File: config.mk
export PLATFORM = sky130hd
export DESIGN_NAME = nrisc_run_controller
export DESIGN_NICKNAME = d
export VERILOG_FILES = /design/src/rtl/nrisc_run_controller.sv
export SDC_FILE = /design/constraint.sdc
export NUM_CORES = 1
export LEC_CHECK = 0
export BUFFER_PORTS_ARGS = -buffer_cell sky130_fd_sc_hd__buf_2
export CAP_MARGIN = 10
export CORE_UTILIZATION = 60
export DETAILED_ROUTE_END_ITERATION = 10
export GPL_ROUTABILITY_DRIVEN = 0
export PLACE_DENSITY = 0.78
export SLEW_MARGIN = 10
export SYNTH_ARGS = -nofsm -noshare
export SYNTH_HDL_FRONTEND = slang
export SYNTH_SLANG_ARGS = --single-unit
File: constraint.sdc
create_clock -name clock -period 3.2 [get_ports clock]
set_input_delay 0.48 -clock clock [delete_from_list [all_inputs] [get_ports clock]]
set_output_delay 0.48 -clock clock [all_outputs]
set_load 0.01 [all_outputs]
File: src/rtl/nrisc_run_controller.sv
// Run controller for the nRisc core: gates the core clock enable, bounds the run by
// Encerra or a cycle limit, and keeps a circular trace of PC/memory-write activity.
module nrisc_run_controller #(
  parameter int PC_WIDTH    = 8,
  parameter int DATA_WIDTH  = 8,
  parameter int CNT_WIDTH   = 23,
  parameter int MAX_CYCLES  = 100,
  parameter int TRACE_DEPTH = 16
) (
  input  logic                                 clock,
  input  logic                                 reset,
  input  logic                                 start,
  input  logic [PC_WIDTH-1:0]                  pc,
  input  logic                                 encerra,
  input  logic                                 escreve_mem,
  input  logic [DATA_WIDTH-1:0]                endereco,
  input  logic [DATA_WIDTH-1:0]                dado,
  output logic                                 core_en,
  output logic [1:0]                           state,
  output logic                                 done,
  output logic                                 timeout,
  output logic [CNT_WIDTH-1:0]                 cycle_count,
  input  logic                                 trace_rd_en,
  output logic [PC_WIDTH+2*DATA_WIDTH:0]       trace_rd_data,
  output logic [$clog2(TRACE_DEPTH):0]         trace_count,
  output logic                                 trace_empty
);

  localparam int ENTRY_W = PC_WIDTH + 2*DATA_WIDTH + 1;
  localparam int PTR_W   = $clog2(TRACE_DEPTH);

  localparam logic [PTR_W-1:0]     PTR_ONE   = 1;
  localparam logic [PTR_W:0]       CNT_ONE   = 1;
  localparam logic [PTR_W:0]       CNT_FULL  = (PTR_W+1)'(TRACE_DEPTH);
  localparam logic [CNT_WIDTH-1:0] CYC_ONE   = 1;
  localparam logic [CNT_WIDTH-1:0] CYC_LAST  = CNT_WIDTH'(MAX_CYCLES - 1);

  typedef enum logic [1:0] {
    IDLE    = 2'b00,
    RUN     = 2'b01,
    HALTED  = 2'b10,
    TIMEOUT = 2'b11
  } runState_t;

  runState_t stateReg, stateNext;

  logic [CNT_WIDTH-1:0] cycleCountReg;
  logic [PTR_W-1:0]     wrPtrReg, rdPtrReg;
  logic [PTR_W:0]       countReg;
  logic [ENTRY_W-1:0]   rdDataReg;
  logic [ENTRY_W-1:0]   traceMem [TRACE_DEPTH];

  logic runStart, push, pop;
  logic [ENTRY_W-1:0] entry;

  assign entry = {escreve_mem, endereco, dado, pc};

  always_ff @(posedge clock or posedge reset) begin
    if (reset) stateReg <= IDLE;
    else       stateReg <= stateNext;
  end

  // Start has priority over a pop outside RUN; pops are ignored while running.
  always_comb begin
    stateNext = stateReg;
    runStart  = 1'b0;
    push      = 1'b0;
    pop       = 1'b0;
    case (stateReg)
      RUN: begin
        push = 1'b1;
        if (encerra)                      stateNext = HALTED;
        else if (cycleCountReg == CYC_LAST) stateNext = TIMEOUT;
      end
      default: begin
        if (start) begin
          stateNext = RUN;
          runStart  = 1'b1;
        end else if (trace_rd_en && countReg != '0) begin
          pop = 1'b1;
        end
      end
    endcase
  end

  always_ff @(posedge clock or posedge reset) begin
    if (reset) begin
      cycleCountReg <= '0;
      wrPtrReg      <= '0;
      rdPtrReg      <= '0;
      countReg      <= '0;
      rdDataReg     <= '0;
    end else if (runStart) begin
      cycleCountReg <= '0;
      wrPtrReg      <= '0;
      rdPtrReg      <= '0;
      countReg      <= '0;
    end else if (push) begin
      cycleCountReg <= cycleCountReg + CYC_ONE;
      wrPtrReg      <= wrPtrReg + PTR_ONE;
      // Full buffer: the new entry overwrites the oldest one.
      if (countReg == CNT_FULL) rdPtrReg <= rdPtrReg + PTR_ONE;
      else                      countReg <= countReg + CNT_ONE;
    end else if (pop) begin
      rdDataReg <= traceMem[rdPtrReg];
      rdPtrReg  <= rdPtrReg + PTR_ONE;
      countReg  <= countReg - CNT_ONE;
    end
  end

  always_ff @(posedge clock) begin
    if (push) traceMem[wrPtrReg] <= entry;
  end

  assign state         = stateReg;
  assign core_en       = (stateReg == RUN);
  assign done          = (stateReg == HALTED) || (stateReg == TIMEOUT);
  assign timeout       = (stateReg == TIMEOUT);
  assign cycle_count   = cycleCountReg;
  assign trace_rd_data = rdDataReg;
  assign trace_count   = countReg;
  assign trace_empty   = (countReg == '0);

endmodule
==> metrics.txt, run 1 <==
Hold Fails Final Rpt=1; R2R depth=6; commonest non-fill, non-tap cells in the layout=400 x edfxtp_1, 100 x mux4_2, 88 x buf_2, 66 x mux2i_1, 61 x dfrtp_1; area of the multi-input gates=4510 µm²; Max-Cap Viols=0; n_diodes=0; leading cell type in the layout, fill and taps excluded=edfxtp_1; RSZ-0062 raised after global routing=false; Routed Wire Length=37300 µm; Die X=177 µm; synthesis-to-finish area growth=12.8%; Top delay family on crit path=simple AND/OR/NAND/NOR gates; Die Footprint=31400 µm²; Post-Syn Area=18400 µm²; clock buffer depth=3; highest routed layer=met5; Die H=177 µm; ratio of cells with drive above 1 in the final layout=32.1%; async set-reset flop share out of synthesis=13.6%; core area=30000 µm²; clock tree from TritonCTS=yes; worst path cell trace=or4_4, o21ai_4, nor3_2, nand2b_2, buf_4, o221ai_2; PD cells=789 nW/µm²; initial DRC count=783; drt first pass iters=5; failing checks=hold timing; Worst R2R Setup Slack=0.70 ns; initial core utilization=61.5%; reg-to-reg endpoint=trace_rd_data[2]; min-delay worst type=primary input to async pin; postcts setup bufs=0; number of global-route vias before repair=9502; CP Launch Type=register; crit-path max FO=19; CP endpoint kind=register; setup TNS=0 ns; worst slack at placement=0.762 ns; WL per Instance=25.6 µm; DRC=0; sequential cell area=13600 µm²; Slew Limit Fails=0; clk sinks=463; Leakage=7.31 nW; Seq/Total Area, Yosys=73.7%; delay of the slowest critical-path stage=0.59 ns; r2r startpoint=trace_count[1]; Period minus WS final=2.50 ns; pin count of the biggest net entering global routing=40; dominant synthesized flop cell=edfxtp_1; Mapped Avg Cell Area=20.3 µm²; post-DR vias/cell=6.30; fill count=1867; post-cts resize count=0; Hold Slack=-0.000787 ns; CTS root buf=clkbuf_16; Slew @ Worst Pin=0.854 ns; DP HPWL=21400 µm; Crit Path Category=register to register; Required @ worst endpoint=3.59 ns; global route overflow=0; Critical-path top delay cell=or4_4; # IOs=89; TritonCTS Buffers=45; Final Net Count=1074; Worst-path clk slew=0.06 ns; Worst VDD drop=0.513 mV; DR WL met2=18900 µm; Syn Nets=950; Area after DPL=19400 µm²; EDFF count, synth=400; wl on met1=15500 µm; Synth Register Bits=463; WP data arrival=2.88 ns; PnR worst setup slack=0.705 ns; relative slew slack=43.0%; number of H-tree levels=2; fin area=20800 µm²; Port Buf Inserts=88; Total GRT Usage=24.8%; status=finished, violations left; DR vias=9191; post-route ant nets=0; clock skew=0.0137 ns; Mapped Cells=910; Worst-Skew Late Latency=0.54 ns; hold-fix buffers at CTS=0; met3 wire len=1970 µm; Tot Pwr=16.4 mW; first-pass GRT wire length=56800 µm; crit path buf inv count=1; fmax=0.401 GHz; Yosys warning count=0; endpoints failing setup=0; Row Count=63; initial antenna violation count=2; Synth cell types=53; final worst path period share=78.0%
[cell type report]
| cell class | count | share of cell area [%] |
|---|---|---|
| Tap cell | 390 | 2.35 |
| Multi-Input combinational cell | 393 | 21.7 |
| Sequential cell | 463 | 65.4 |
| Clock buffer | 61 | 5.80 |
| Timing Repair Buffer | 123 | 3.80 |
| Inverter | 8 | 0.144 |
| Clock inverter | 22 | 0.801 |
[cell usage after synthesis (15+ instances only)]
library cell    n  area share [%]
o21ai_0        17            0.46
o221ai_2       21             1.7
clkbuf_1       21            0.43
edfxtp_1      400              65
nand2_1        37            0.75
and2_1         19            0.65
dfrtp_1        63             8.6
nand2_2        20            0.68
mux2i_1        66             3.6
mux4_2        100              12
nand3_1        20            0.54
nor2_1         15            0.31
[logic make-up (layout without fill, tap and decap cells)]
family / after synthesis / in the layout / share of synthesized area, %
AOI/OAI and AO/OA: 71 / 71 / 3.60
xor gates and xnor gates: 4 / 4 / 0.190
adders and majority gates: 10 / 10 / 0.679
buffers and inverters: 54 / 214 / 1.82
DFF: 463 / 463 / 73.7
muxes: 167 / 167 / 15.9
and+or+nand+nor: 141 / 141 / 4.11
[worst reg2reg max path, stage by stage, from the launching register on]
cell and delay [ns]:
dfrtp_1 0.46, or4_4 0.59, o21ai_4 0.18, nor3_2 0.08
nand2b_2 0.58, buf_4 0.33, o221ai_2 0.12
[flip-flops by register name, summed over array words and instances (netlist names)]
register	count
trace_count	5
cycle_count	23
wrPtrReg	4
trace_rd_data	25
rdPtrReg	4
traceMem	400
state	2
[worst max path at each step]
stage                     slack [ns]      startpoint  cells after the start               end
after floorplan                 0.79        state[1]                      8    trace_count[3]
after global placement          0.85  trace_count[1]                      6  trace_rd_data[5]
after detailed placement        0.76  trace_count[1]                      6  trace_rd_data[2]
after CTS                       0.73  trace_count[1]                      6  trace_rd_data[2]
after global routing            0.59  trace_count[1]                      6  trace_rd_data[2]
final                           0.70  trace_count[1]                      6  trace_rd_data[2]
[where the power goes]
part | internal [mW] | total [mW] | switching [mW] | leakage (nW)
Combinational | 1.80 | 3.83 | 2.04 | 2.22
Sequential | 7.17 | 7.62 | 0.447 | 4.43
Clock | 2.81 | 4.94 | 2.13 | 0.662
[stage by stage]
stage / cells / util (%)
after CTS: 1460 / 69.4
after floorplan: 910 / -
after global routing: 1460 / 69.4
final: 1460 / 69.4
after global placement: 1377 / 64.8
after detailed placement: 1377 / 64.8
[layer usage]
layer | global-route usage, % | up-vias
met5 | 0 | -
met4 | 7.41 | 4
met3 | 3.46 | 65
met2 | 41.3 | 327
met1 | 34.6 | 4820
li1 | - | 3975
(Power assumes the default switching activity.)
==> run 2: changes to the inputs <==
ABC_AREA = 1   (was default)
CORE_UTILIZATION = 55   (was 60)
PLACE_DENSITY = 0.75   (was 0.78)
clock period = 2.15 ns   (was 3.2 ns; I/O delays follow)
==> metrics.txt, run 2 <==
Area after DPL=20700 µm² (+6.4%); Slew @ Worst Pin=0.598 ns (-0.257 ns); Leakage=8.68 nW (+19%); Post-Layout Cell Count=2319 (+59%); first-pass GRT wire length=72100 µm (+27%); Required @ worst endpoint=2.38 ns (-1.21 ns); initial antenna violation count=0 (-2); min-delay worst type=primary input to register; sequential cell area=13600 µm² (about the same); Largest register FFs=400 (unchanged); Routed Wire Length=46700 µm (+25%); Worst-path clk slew=0.06 ns (about the same); pin count of the biggest net entering global routing=87 (+120%); Hold Fails Final Rpt=0 (-1); fill count=2526 (+35%); Worst R2R Setup Slack=0.11 ns (-0.59 ns); Synth Register Bits=463 (unchanged); area of the multi-input gates=5130 µm² (+14%); Worst VDD drop=0.763 mV (+49%); initial DRC count=1319 (+68%); post-route ant nets=0 (unchanged); hold path depth=4; hold path start=encerra; PnR worst setup slack=0.112 ns (-0.592 ns); number of global-route vias before repair=12800 (+35%); DP Cell Count=2233 (+62%); Post-Syn Area=19200 µm² (+4.4%); TritonCTS Buffers=46 (+2.2%); Yosys warning count=0 (unchanged); Mapped Avg Cell Area=11.1 µm² (-45%); postcts setup bufs=0 (unchanged); dominant cells by area after synthesis=edfxtp_1 62%, nand2_1 12%, dfrtp_1 8.2%; Synth area leader=edfxtp_1; number of H-tree levels=2 (unchanged); crit-path max FO=18 (-1); WL per Instance=20.1 µm (-21%); Period minus WS final=2.04 ns (-0.458 ns); commonest non-fill, non-tap cells in the layout=633 x nand2_1, 400 x edfxtp_1, 247 x nand3_1, 88 x buf_2, 61 x dfrtp_1; DRC=0 (unchanged); Hold Slack=0.0655 ns (+0.0663 ns); fmax=0.491 GHz (+22%); R2R depth=4 (-2); Tot Pwr=27.1 mW (+66%); Mapped Cells=1727 (+90%); RSZ-0062 raised after global routing=false; n_diodes=0 (unchanged); drt first pass iters=7 (+2); Port Buf Inserts=88 (unchanged); Die Footprint=35700 µm² (+14%); relative slew slack=60.1% (+17 points); core area=34500 µm² (+15%); Worst Hold Path EP=state[0]; clk sinks=463 (unchanged); post-DR vias/cell=5.77 (-8.4%); Die H=189 µm (+6.7%); Crit Path Category=register to register; global route overflow=0 (unchanged); ratio of cells with drive above 1 in the final layout=12.3% (-20 points); initial core utilization=55.9% (-5.7 points); CTS root buf=clkbuf_16; leading cell type in the layout, fill and taps excluded=nand2_1; most frequent cell after synthesis=nand2_1; Worst-Skew Late Latency=0.57 ns (+0.03 ns); PD cells=1220 nW/µm² (+55%); final worst path period share=94.8% (+17 points); DP HPWL=26900 µm (+25%); WP data arrival=2.27 ns (-0.61 ns); clock skew=0.0211 ns (+0.00740 ns); top cell type's share of synthesized area=62.4% (-2.8 points); Max-Cap Viols=0 (unchanged); async set-reset flop share out of synthesis=13.6% (unchanged); dominant synthesized flop cell=edfxtp_1; Total GRT Usage=26.4% (+1.6 points); Synth top cells by count=633 x nand2_1, 400 x edfxtp_1, 247 x nand3_1; clock tree from TritonCTS=yes; # IOs=89 (unchanged); worst slack at placement=0.152 ns (-0.610 ns); largest reg by FF count=traceMem; r2r startpoint=state[1]; endpoints failing setup=0 (unchanged); EDFF count, synth=400 (unchanged); Row Count=68 (+7.9%); CP endpoint kind=register; synthesis-to-finish area growth=15.3%; fin area=22200 µm² (+6.8%); Final Net Count=1867 (+74%); reg-to-reg endpoint=traceMem[0][8]; Syn Nets=1767 (+86%); Slew Limit Fails=0 (unchanged); Die X=189 µm (+6.7%); status=completed; clock buffer depth=3 (unchanged); Seq/Total Area, Yosys=70.6% (-3.1 points); CP Launch Type=register; DR vias=13400 (+46%); Synth cell types=34 (-36%)
-- run 2: cell count changes after synthesis, moves of 46 or more --
cell     before  now
nand3_1      20  247
mux4_2      100    0
mux2i_1      66    0
nand2_1      37  633
nor2_1       15   70
inv_1         7   56
buf_2         6   52
-- run 2: where the power goes --
| part | internal [mW] | leakage (nW) | total, mW | switching [mW] |
|---|---|---|---|---|
| Combinational | 2.54 | 3.52 | 7.94 | 5.40 |
| Clock | 4.76 | 0.728 | 8.08 | 3.31 |
| Sequential | 10.6 | 4.43 | 11.1 | 0.503 |
| Total | 17.9 | 8.68 | 27.1 | 9.22 |
-- run 2: what timing repair did --
item | in CTS | in global routing
hold endpoints to repair | 24 | 0
hold buffers | 1 | 0
gates resized for setup | 0 | 0
-- run 2: cell type report --
cell class / count / share of cell area (%)
clock buffers: 62 / 5.55
well taps: 455 / 2.57
inverters: 61 / 1.08
repair buffers: 137 / 5.12
multi-input cells: 1118 / 23.1
clock inverters: 23 / 1.29
flip-flops and latches: 463 / 61.3
-- run 2: worst max-delay path by stage --
stage                   from              end  slack [ns]  depth (start not counted)
floorplan           state[0]  traceMem[11][0]       -0.38                          5
global placement    state[0]   traceMem[0][8]        0.23                          5
detailed placement  state[1]   traceMem[0][8]        0.15                          4
CTS                 state[1]  traceMem[0][21]        0.13                          4
global route        state[1]   trace_count[1]        0.03                          7
finish              state[1]   traceMem[0][8]        0.11                          4
-- run 2: per-stage QoR --
step / util [%] / setup TNS, ns
after detailed placement: 60.0 / 0
after CTS: 64.4 / 0
after global routing: 64.4 / 0
after global placement: 60.0 / 0
final: 64.4 / 0
after floorplan: - / -119.98
-- run 2: cells by family (layout without fill, tap and decap cells) --
kind of cell    count (synthesis)  in the layout  synth area share [%]
flops                         463            463                  70.6
compound gates                114            114                  3.40
fa+ha+maj                      10             10                 0.650
buf+inv                       146            283                  3.37
simple gates                  992            992                  21.9
xor+xnor                        2              2                0.0910
-- run 2: layer usage --
metal,part of all wire (%),global-route usage [%],wire length [µm],vias up
met5,0,0,0,-
met4,2.6,9.83,1200,0
met3,8.0,4.00,3750,86
met2,49,42.9,22700,652
met1,41,36.4,19000,6486
li1,-,-,-,6151
-- run 2: worst max-delay path: stages, from the launching register on --
cell     delay, ns
dfrtp_1       0.49
nor2_8        0.36
nand2_1       0.35
nor2_4        0.18
buf_4         0.32
==> run 3: changes to the inputs <==
CORE_UTILIZATION = 45   (was 55)
PLACE_DENSITY = default   (was 0.75)
==> metrics.txt, run 3 (synthesis gave the netlist of run 2 again) <==
status=completed; Slew Limit Fails=0 (unchanged); clk sinks=463 (unchanged); synthesis-to-finish area growth=15.3% (about the same); Worst-Skew Late Latency=0.60 ns (+0.03 ns); Hold Fails Final Rpt=0 (unchanged); highest routed layer=met4; min-delay worst type=primary input to register; worst path cell trace=inv_1, nor2_8, buf_4, buf_2; DP Cell Count=2322 (+4.0%); met3 wire len=2990 µm (-20%); pin count of the biggest net entering global routing=119 (+37%); R2R depth=5 (+1); post-route ant nets=0 (unchanged); ratio of cells with drive above 1 in the final layout=12.6% (+0.35 points); area of the multi-input gates=5130 µm² (unchanged); RSZ-0062 raised after global routing=false; end of the critical path=core_en; Required @ worst endpoint=1.83 ns (-0.55 ns); # IOs=89 (unchanged); crit path buf inv count=3 (+2); Worst R2R Setup Slack=0.15 ns (+0.04 ns); Crit Path Category=register to output port; r2r startpoint=state[0]; global route overflow=0 (unchanged); DR vias=13100 (-2.2%); commonest non-fill, non-tap cells in the layout=633 x nand2_1, 400 x edfxtp_1, 247 x nand3_1, 88 x buf_2, 61 x dfrtp_1; DRC=0 (unchanged); hold path start=encerra; TritonCTS Buffers=50 (+8.7%); core area=42000 µm² (+22%); Max-Cap Viols=0 (unchanged); Post-Layout Cell Count=2416 (+4.2%); crit-path max FO=11 (-7); initial core utilization=45.8% (-10 points); wl on met1=22500 µm (+18%); endpoints failing setup=0 (unchanged); hold-fix buffers at CTS=1 (unchanged); initial antenna violation count=0 (unchanged); WL per Instance=20.3 µm (+0.98%); post-cts resize count=0 (unchanged); clock tree from TritonCTS=yes; number of H-tree levels=2 (unchanged); fill count=3635 (+44%); crit path from=state[0]; final worst path period share=95.7% (+0.92 points); Tot Pwr=26.9 mW (-0.88%); Routed Wire Length=49100 µm (+5.2%); relative slew slack=52.0% (-8.1 points); Top delay family on crit path=buffers and inverters; DR WL met2=22600 µm (-0.27%); WP data arrival=1.73 ns (-0.54 ns); drt first pass iters=5 (-2); reg-to-reg endpoint=traceMem[7][17]; sequential cell area=13600 µm² (unchanged); clock skew=0.0169 ns (-0.00415 ns); Critical-path top delay cell=dfrtp_1; Worst VDD drop=0.723 mV (-5.2%); Die X=209 µm (+10%); Row Count=75 (+10%); Total GRT Usage=22.8% (-3.6 points); Worst-path clk slew=0.06 ns (about the same); fmax=0.486 GHz (-0.96%); Die H=209 µm (+10%); Slew @ Worst Pin=0.719 ns (+0.121 ns); Port Buf Inserts=88 (unchanged); Crit path depth=4 (unchanged); final core utilization=52.8% (-12 points); number of global-route vias before repair=12500 (-2.1%); post-DR vias/cell=5.41 (-6.1%); Die Footprint=43600 µm² (+22%); CP endpoint kind=output port; Leakage=8.66 nW (-0.23%); Largest register FFs=400 (unchanged); PD cells=1210 nW/µm² (-0.92%); delay of the slowest critical-path stage=0.42 ns (-0.07 ns); initial DRC count=1495 (+13%); Period minus WS final=2.06 ns (+0.0197 ns); largest reg by FF count=traceMem; leading cell type in the layout, fill and taps excluded=nand2_1; CTS root buf=clkbuf_16; Final Net Count=1876 (+0.48%); CP Launch Type=register; postcts setup bufs=0 (unchanged); setup TNS=0 ns (unchanged); DP HPWL=27600 µm (+2.8%); clock buffer depth=3 (unchanged); first-pass GRT wire length=75100 µm (+4.2%)
==> run 3: changes by cell type in the layout (fill, tap and decap cells not counted), sizes merged <==
cell,change
clkinv,+7
inv,+1
diode,+1
clkbuf,+4
buf,+5
bufinv,-5
==> run 3: worst reg2reg max path: stages, from the launching register on <==
cell,delay (ns)
dfrtp_1,0.42
inv_1,0.13
nor2_8,0.24
nand2_1,0.33
nor2_4,0.32
buf_12,0.23
==> run 3: power breakdown <==
part | internal (mW) | switching, mW | leakage, nW
Combinational | 2.49 | 5.48 | 3.51
Sequential | 10.6 | 0.448 | 4.43
Clock | 4.41 | 3.46 | 0.718
==> run 3: area by class of cell <==
cell class | instances | share of cell area (%)
multi-input cells | 1118 | 23.1
clock inverters | 26 | 0.761
diodes | 1 | 0.0113
inverters | 61 | 1.08
flip-flops and latches | 463 | 61.2
repair buffers | 142 | 4.84
clock buffers | 66 | 5.91
well taps | 539 | 3.04
==> run 3: layer usage <==
layer	vias to the layer above	GRT usage (%)
met3	74	3.83
met1	6413	32.8
met2	417	35.9
met5	-	0
met4	0	6.29
li1	6178	-
==> run 3: stage by stage <==
stage                     area [µm²]  hold WS [ns]  setup WS (ns)
after global routing           22200         0.101         0.0310
after global placement         20700         0.458          0.186
final                          22200        0.0745         0.0926
after CTS                      22200        0.0516         0.0826
after floorplan                19300         0.421         -0.379
after detailed placement       20700         0.462          0.172
==> run 3: how the worst min path moves through the flow <==
stage,to,slack [ns],cells after the start
2_1_floorplan,traceMem[0][0],0.42,0
3_3_place_gp,cycle_count[18],0.46,2
3_5_place_dp,trace_rd_data[21],0.46,2
4_1_cts,state[0],0.05,4
5_1_grt,state[0],0.10,4
6_report,state[0],0.07,4
